### config.mk
export PLATFORM = sky130hd
export DESIGN_NAME = ccff_stream_loader
export DESIGN_NICKNAME = d
export VERILOG_FILES = /design/src/rtl/ccff_stream_loader.sv
export SDC_FILE = /design/constraint.sdc
export NUM_CORES = 1
export LEC_CHECK = 0
export BUFFER_PORTS_ARGS = -buffer_cell sky130_fd_sc_hd__buf_2
export CORE_MARGIN = 3
export CORE_UTILIZATION = 60
export CTS_CLUSTER_SIZE = 16
export DETAILED_ROUTE_END_ITERATION = 12
export GPL_ROUTABILITY_DRIVEN = 0
export PLACE_DENSITY = 0.8
export SYNTH_ARGS = -nofsm -noshare
export SYNTH_HDL_FRONTEND = slang
export SYNTH_SLANG_ARGS = --single-unit
### constraint.sdc
create_clock -name prog_clk -period 3.1 [get_ports prog_clk]
set_input_delay 0.31 -clock prog_clk [delete_from_list [all_inputs] [get_ports prog_clk]]
set_output_delay 0.31 -clock prog_clk [all_outputs]
set_load 0.005 [all_outputs]
### src/rtl/ccff_stream_loader.sv
// Streams bitstream words MSB-first into a ccff configuration chain, one bit per prog_clk.
// Define CCFF_LOOPBACK_CHECK_EN to prepend an 8'hA5 header and verify it at ccff_tail.
module ccff_stream_loader #(
    parameter int CHAIN_LEN = 64,
    parameter int WORD_W    = 8
) (
    input  logic              prog_clk,
    input  logic              pReset,
    input  logic              start,
    input  logic [WORD_W-1:0] word_data,
    input  logic              word_valid,
    output logic              word_ready,
    output logic              ccff_head,
    output logic              ccff_shift_en,
    input  logic              ccff_tail,
    output logic              busy,
    output logic              done,
    output logic              err
);
`ifdef CCFF_LOOPBACK_CHECK_EN
    localparam int HDR_LEN = 8;
`else
    localparam int HDR_LEN = 0;
`endif
    localparam int TOTAL = CHAIN_LEN + HDR_LEN;
    localparam int CNT_W = (TOTAL > 65535) ? 17 : 16;
    localparam int BIT_W = $clog2(WORD_W + 1);
    localparam logic [CNT_W-1:0] TOTAL_C  = CNT_W'(TOTAL);
    localparam logic [BIT_W-1:0] WORD_W_C = BIT_W'(WORD_W);

    typedef enum logic [1:0] {IDLE, FETCH, SHIFT, DONE} state_t;

    state_t             r_state;
    logic [1:0]         r_rst_sync;
    logic [WORD_W-1:0]  r_word;
    logic [BIT_W-1:0]   r_bit_cnt;
    logic [CNT_W-1:0]   r_shift_cnt;
    logic               r_head;
    logic               r_shift_en;
    logic               r_busy;
    logic               r_done;
    logic               w_rst_n;
    logic               w_hdr_pend;
    logic               w_out_bit;
    logic               w_last_bit;
    logic               w_final_shift;

    // Reset asserts immediately but releases two edges after pReset rises.
    always_ff @(posedge prog_clk or negedge pReset) begin
        if (!pReset) r_rst_sync <= 2'b00;
        else         r_rst_sync <= {r_rst_sync[0], 1'b1};
    end
    assign w_rst_n = r_rst_sync[1];

`ifdef CCFF_LOOPBACK_CHECK_EN
    localparam logic [CNT_W-1:0] CHAIN_C = CNT_W'(CHAIN_LEN);
    logic [7:0] r_hdr;
    logic [3:0] r_hdr_cnt;
    logic [7:0] r_tail_sr;
    logic       r_err;
    logic [7:0] w_tail_next;
    logic       w_sample;

    assign w_hdr_pend  = (r_hdr_cnt != 4'd0);
    assign w_out_bit   = w_hdr_pend ? r_hdr[7] : r_word[WORD_W-1];
    assign w_last_bit  = w_hdr_pend ? (r_hdr_cnt == 4'd1) : (r_bit_cnt == BIT_W'(1));
    assign w_tail_next = {r_tail_sr[6:0], ccff_tail};
    // r_shift_cnt equals the index of the bit the chain captures on an enabled edge.
    assign w_sample    = r_shift_en && (r_shift_cnt > CHAIN_C) && (r_shift_cnt <= TOTAL_C);
    assign err         = r_err;
`else
    logic w_unused_tail;
    assign w_unused_tail = ccff_tail;
    assign w_hdr_pend    = 1'b0;
    assign w_out_bit     = r_word[WORD_W-1];
    assign w_last_bit    = (r_bit_cnt == BIT_W'(1));
    assign err           = 1'b0;
`endif

    assign w_final_shift = (r_shift_cnt == TOTAL_C - CNT_W'(1));
    // The final word's ready is suppressed so leftover low bits are never fetched past TOTAL.
    assign word_ready    = ((r_state == FETCH) && !w_hdr_pend) ||
                           ((r_state == SHIFT) && w_last_bit && !w_final_shift);
    assign ccff_head     = r_head;
    assign ccff_shift_en = r_shift_en;
    assign busy          = r_busy;
    assign done          = r_done;

    always_ff @(posedge prog_clk or negedge w_rst_n) begin
        if (!w_rst_n) begin
            r_state     <= IDLE;
            r_word      <= '0;
            r_bit_cnt   <= '0;
            r_shift_cnt <= '0;
            r_head      <= 1'b0;
            r_shift_en  <= 1'b0;
            r_busy      <= 1'b0;
            r_done      <= 1'b0;
`ifdef CCFF_LOOPBACK_CHECK_EN
            r_hdr       <= 8'h00;
            r_hdr_cnt   <= 4'd0;
            r_tail_sr   <= 8'h00;
            r_err       <= 1'b0;
`endif
        end else begin
`ifdef CCFF_LOOPBACK_CHECK_EN
            if (w_sample) r_tail_sr <= w_tail_next;
`endif
            case (r_state)
                IDLE, DONE: begin
                    r_shift_en <= 1'b0;
                    if (start && !r_busy) begin
                        r_state     <= FETCH;
                        r_busy      <= 1'b1;
                        r_done      <= 1'b0;
                        r_shift_cnt <= '0;
                        r_bit_cnt   <= '0;
`ifdef CCFF_LOOPBACK_CHECK_EN
                        r_err       <= 1'b0;
                        r_hdr       <= 8'hA5;
                        r_hdr_cnt   <= 4'd8;
                        r_tail_sr   <= 8'h00;
`endif
                    end else if (r_state == DONE) begin
                        r_busy <= 1'b0;
                        r_done <= 1'b1;
`ifdef CCFF_LOOPBACK_CHECK_EN
                        if (r_shift_en) r_err <= (w_tail_next != 8'hA5);
`endif
                    end
                end
                FETCH: begin
                    r_shift_en <= 1'b0;
                    if (w_hdr_pend) begin
                        r_state <= SHIFT;
                    end else if (word_valid) begin
                        r_word    <= word_data;
                        r_bit_cnt <= WORD_W_C;
                        r_state   <= SHIFT;
                    end
                end
                SHIFT: begin
                    r_head      <= w_out_bit;
                    r_shift_en  <= 1'b1;
                    r_shift_cnt <= r_shift_cnt + CNT_W'(1);
`ifdef CCFF_LOOPBACK_CHECK_EN
                    if (w_hdr_pend) begin
                        r_hdr     <= r_hdr << 1;
                        r_hdr_cnt <= r_hdr_cnt - 4'd1;
                    end else begin
`else
                    begin
`endif
                        r_word    <= r_word << 1;
                        r_bit_cnt <= r_bit_cnt - BIT_W'(1);
                    end
                    if (w_final_shift) begin
                        r_state <= DONE;
                    end else if (w_last_bit) begin
                        if (word_valid) begin
                            r_word    <= word_data;
                            r_bit_cnt <= WORD_W_C;
                        end else begin
                            r_state <= FETCH;
                        end
                    end
                end
                default: r_state <= IDLE;
            endcase
        end
    end
endmodule
After elaboration in Yosys (flattened, before gate mapping)
Cells that the tools add are included.
{"block": "word_totals", "input_bits": 13, "ff_bits": 36}
{"block": "op_classes", "eq_ne": 9, "n_reduce_logical": 17, "n_mux": 24, "addsub": 2}
{"operator": "8-bit two-way mux", "n": 4}
{"operator": "16-bit one-hot mux with 2 select lines", "n": 1}
{"operator": "4-bit two-way mux", "n": 5}
{"operator": "16-bit by 1-bit adder with 16-bit output (second input constant)", "n": 1}
{"operator": "16-bit by 6-bit == test with 1-bit output (second input constant)", "n": 1}
{"operator": "16-bit two-way mux", "n": 1}
{"operator": "8-bit one-hot mux with 2 select lines", "n": 1}
{"operator": "4-bit one-hot mux with 3 select lines", "n": 1}
{"operator": "2-bit two-way mux", "n": 5}
{"operator": "2-bit AND reduction", "n": 4}
{"operator": "3-bit inequality test (second input constant)", "n": 2}
{"operator": "2-bit one-hot mux with 3 select lines", "n": 1}
{"operator": "2-bit nonzero test", "n": 3}
{"operator": "2-bit == test (second input constant)", "n": 2}
{"operator": "4-bit by 1-bit == test with 1-bit output (second input constant)", "n": 1}
{"operator": "1-bit two-way mux", "n": 4}
{"operator": "2-bit inequality test (second input constant)", "n": 2}
{"operator": "4-bit AND reduction", "n": 1}
{"operator": "4-bit by 1-bit subtractor with 4-bit output (second input constant)", "n": 1}
{"operator": "1-bit logical AND", "n": 3}
{"operator": "3-bit OR reduction", "n": 1}
{"operator": "2-bit by 1-bit == test with 1-bit output (second input constant)", "n": 1}
{"operator": "1-bit logical NOT", "n": 2}
{"operator": "2-bit logical NOT", "n": 1}
{"operator": "3 further kinds", "n": 3}

Longest topological paths before layout
{"block": "logic_depth", "word_depth": 5, "ltp_mapped": 8, "mapped_depth_nobuf": 6}

Worst setup path after synthesis
OpenSTA, ideal clock, no wires.
{"block": "synth_path", "path_type": "flip-flop to flip-flop", "from": "register r_state[0]", "to": "register r_shift_cnt[12]", "stages_incl_launch_ff": 8, "arrival_time_ps": 1868, "setup_time_ps": 78, "required_time_ps": 3022, "slack_ps": 1154, "cell_sequence": "dfrtp_1 -> inv_1 -> ha_1 -> nand2b_4 -> buf_6 -> a2111o_1 -> or3_1 -> a21oi_1"}
{"block": "synth_via", "elab_chain_len": 4, "elab_cells_between_ends": 8, "classes_between": "eq/ne: 3; mux: 1; reduce/logical: 4"}
{"item": "start: declaration", "line": "33", "text": "state_t r_state;"}
{"item": "start signal: assignment", "line": "91", "text": "r_state <= IDLE;"}
{"item": "start signal: assignment", "line": "113", "text": "r_state <= FETCH;"}
{"item": "start signal: assignment", "line": "135", "text": "r_state <= SHIFT;"}
{"item": "2-bit == test / 2-bit logical NOT (equally long branches)", "line": "109", "text": "case (r_state)"}
{"item": "2-bit OR reduction", "line": "109"}
{"item": "2-bit inequality test (no line) / 2-bit nonzero test (equally long branches)"}
{"item": "2-bit AND reduction (no line)"}
{"item": "end signal: assignment", "line": "145", "text": "r_shift_cnt <= r_shift_cnt + CNT_W'(1);"}
{"item": "end: declaration", "line": "37", "text": "logic [CNT_W-1:0] r_shift_cnt;"}
Several ways; a longest one is shown, not always the timed one.
A chain may end at the register's enable or synchronous reset.

Worst setup path in the final report
{"block": "layout_path", "from": "register r_shift_cnt[0]", "to": "output word_ready"}
{"block": "layout_via", "elab_chain_len": 4}
{"item": "16-bit by 6-bit == test with 1-bit output", "line": "80", "text": "assign w_final_shift = (r_shift_cnt == TOTAL_C - CNT_W'(1));"}
{"item": "1-bit logical NOT", "line": "83", "text": "((r_state == SHIFT) && w_last_bit && !w_final_shift);"}
{"item": "1-bit logical AND", "line": "83"}
{"item": "1-bit logical OR", "line": "82", "text": "assign word_ready = ((r_state == FETCH) && !w_hdr_pend) ||"}
{"item": "end: declaration", "line": "12", "text": "output logic word_ready,"}
Every way passes these cells.

==> results.yml <==
setup_path:
  path_max_fanout: 9
  crit_path_end_kind: "output port"
  startpoint_type: "register"
  arrival_ps: 2200
  reg2regPathDepth: 6
  r2r-end: "r_shift_cnt[14]$_DFFE_PN0P_"
  worstSetupPathType: "reg -> out"
  r2r_start: "r_state[0]$_DFFE_PN0P_"
  startpoint: "r_shift_cnt[0]$_DFFE_PN0P_"
  ff2ff_setup_slack_ps: 830
  crit_required_ps: 2790
clock_tree:
  numCtsBuffers: 5
  clk_pin_slew_ps: 110
  tritoncts: "built"
  cts_setup_buffers: 0
  cts.sinks: 36
  cts-root-buf: "clkbuf_4"
  htree_num_levels: 2
  clk_path_buf_depth: 2
  insertion_delay_ps: 350
synth:
  async_flop_share: 1.00
  synthXorXnorAreaFrac: 0.0253
  syn_nets: 237
  synthTopCellsByArea: "dfrtp_1 (43%), ha_1 (4.2%), nor2_1 (3.3%)"
  synthSimpleGateAreaFrac: 0.217
  synth_fa_ha_area_frac: 0.0422
  yosysSeqAreaShare: 0.434
  ys_warn_count: 0
  synth_seq_cells: 36
  postSynthAreaPerCell_um2: 9.57
  synth_cells: 217
  synth_edf_count: 0
  synth_top_area_frac: 0.434
  yosysTopAreaCell: "dfrtp_1"
  synth_area_um2: 2080
  synth_cell_type_count: 50
  synth_top_family_by_area: "simple AND/OR/NAND/NOR gates"
  synth.area.mux_share: 0.0301
  synth_compound_area_frac: 0.210
  synth_ff_type: "dfrtp_1"
sta:
  setup_tns_ps: 0
  final_hold_viol_count: 0
  max_slew_margin: 0.491
  rsz0062_at_grt: "no"
  hold_ws_ps: 191
  min_period_ps: 2510
  finalCritPeriodShare: 0.808
  slew_viol_final: 0
  setup_viol_count_final: 0
  skew_ps: 10.8
  max_freq_mhz: 399
  worstMarginPinSlew_ps: 761
power_and_ir_drop:
  peakVddDrop_uv: 521
  p_total_uw: 1710
  power_density_nw_per_um2: 762
  leakage_uw: 0.000934
detailed_routing:
  wl_per_cell_um: 15.8
  drc: 0
  via_count: 1746
  detail-route-antenna-nets: 0
  viasPerCell: 6.28
  drt_iter0_drc: 154
  wl_um: 4390
  drt_first_pass_iters: 4
worst_hold_path:
  whs_path_depth: 3
  worst_hold_startpoint: "word_data[0]"
  whs_endpoint: "r_word[0]$_DFFE_PN0P_"
  min_path_type: "in -> reg"
placed_design:
  hpwl_um: 3030
  numPortBuffers: 16
  placed_area_um2: 2170
  place_inst: 269
grt:
  grt_pass1_wl_um: 7580
  antenna_found_initial: 0
  grt_max_degree: 35
  grtUsageTotal: 0.234
  grt_overflow: 0
  grt_pass1_vias: 1728
finish:
  syn_to_final_growth_pct: 7.95
  final_cell_mix: "dfrtp_1 (36), nor2_1 (18), nand2_1 (16), buf_2 (16)"
  nets: 253
  fin_area_um2: 2240
  fillers: 273
  multi_input_comb_area_um2: 1100
  ff_latch_area_um2: 901
  drive_gt1_frac: 0.137
  final_common_cell: "dfrtp_1"
  num_antenna_cells: 0
  stdcell_count: 278
floorplan:
  start_util: 0.654
  dieArea_um2: 4200
  die_height_um: 64.8
  io_pins: 19
  num_rows: 20
  core_um2: 3180
  die_w_um: 64.8
run:
  maxCapViolations: 0
run_status:
  outcome: "finished, final reports clean"
[through the flow]
stage	setup WS [ps]	util
global placement	953	0.684
floorplan	1150	-
finish	595	0.706
CTS	606	0.706
global route	475	0.706
detailed placement	869	0.684
[cell type report]
type,count,area share
Sequential cell,36,0.402
Inverter,7,0.0117
Timing Repair Buffer,19,0.0469
Tap cell,44,0.0246
Clock buffer,8,0.0262
Multi-Input combinational cell,164,0.489
[worst max-delay path by stage]
| stage | end | slack (ps) | cells after the start |
|---|---|---|---|
| after detailed placement | r_shift_cnt[14]$_DFFE_PN0P_ | 870 | 6 |
| after global placement | r_shift_cnt[10]$_DFFE_PN0P_ | 950 | 6 |
| final | word_ready | 590 | 5 |
| after global routing | word_ready | 470 | 5 |
| after floorplan | r_shift_cnt[12]$_DFFE_PN0P_ | 1150 | 7 |
| after CTS | word_ready | 610 | 5 |
[metal layers]
metal | up-vias | wire length, um | global-route usage
met5 | - | 0 | 0
met4 | 0 | 69 | 0.100
met3 | 7 | 177 | 0.0416
met2 | 38 | 2180 | 0.387
met1 | 864 | 1960 | 0.299
li1 | 837 | - | -
[flip-flops by register name, summed over array words and instances (netlist names)]
signal,count
done,1
busy,1
r_rst_sync,2
r_state,2
r_shift_cnt,16
r_word,8
r_bit_cnt,4
ccff_head,1
ccff_shift_en,1
[what timing repair did]
action	4_1_cts	5_1_grt
hold endpoints to repair	2	0
hold buffers	1	0
setup endpoints to repair	0	0
gates resized for setup	0	0
[synthesized netlist by cell type, types with 2 or more instances]
library cell  count
a211oi_1          2
xor2_1            3
o21ai_0          10
a21oi_1          10
a31oi_1           7
nor4_1            3
mux2i_1           4
nor2b_1          10
ha_1              7
xnor2_1           3
or3_1             4
conb_1            2
clkbuf_1          3
a41oi_1           7
nand3_1          10
mux2_2            2
and4_1            3
dfrtp_1          36
nor2_1           18
or4_1             3
inv_1             7
o31ai_1           4
a311oi_1          2
a21o_1            2
o211ai_1          8
nand2_1          16
nand2b_1          4
buf_2             4
o2111ai_1         2
[where the power goes]
part           internal [uW]  switching, uW  total (uW)
registers                636            157         793
clock network            112            154         266
logic                    286            363         649
total                   1030            675        1710
[kinds of logic (layout without fill, tap and decap cells)]
| family | after synthesis | in the layout |
|---|---|---|
| buffers and inverters | 17 | 34 |
| adder cells (fa/ha/maj) | 7 | 7 |
| other | 2 | 2 |
| AO/OA/AOI/OAI | 63 | 63 |
| AND/OR/NAND/NOR | 80 | 80 |
| XOR/XNOR | 6 | 6 |
| flip-flops | 36 | 36 |
| multiplexers | 6 | 6 |
[critical path: stages (launching register included)]
cell,delay (ps)
dfrtp_1,430
ha_1,270
and4bb_2,260
nand4_1,380
a31o_2,390
buf_2,120
No activity file was read; power rests on OpenSTA's default activity.
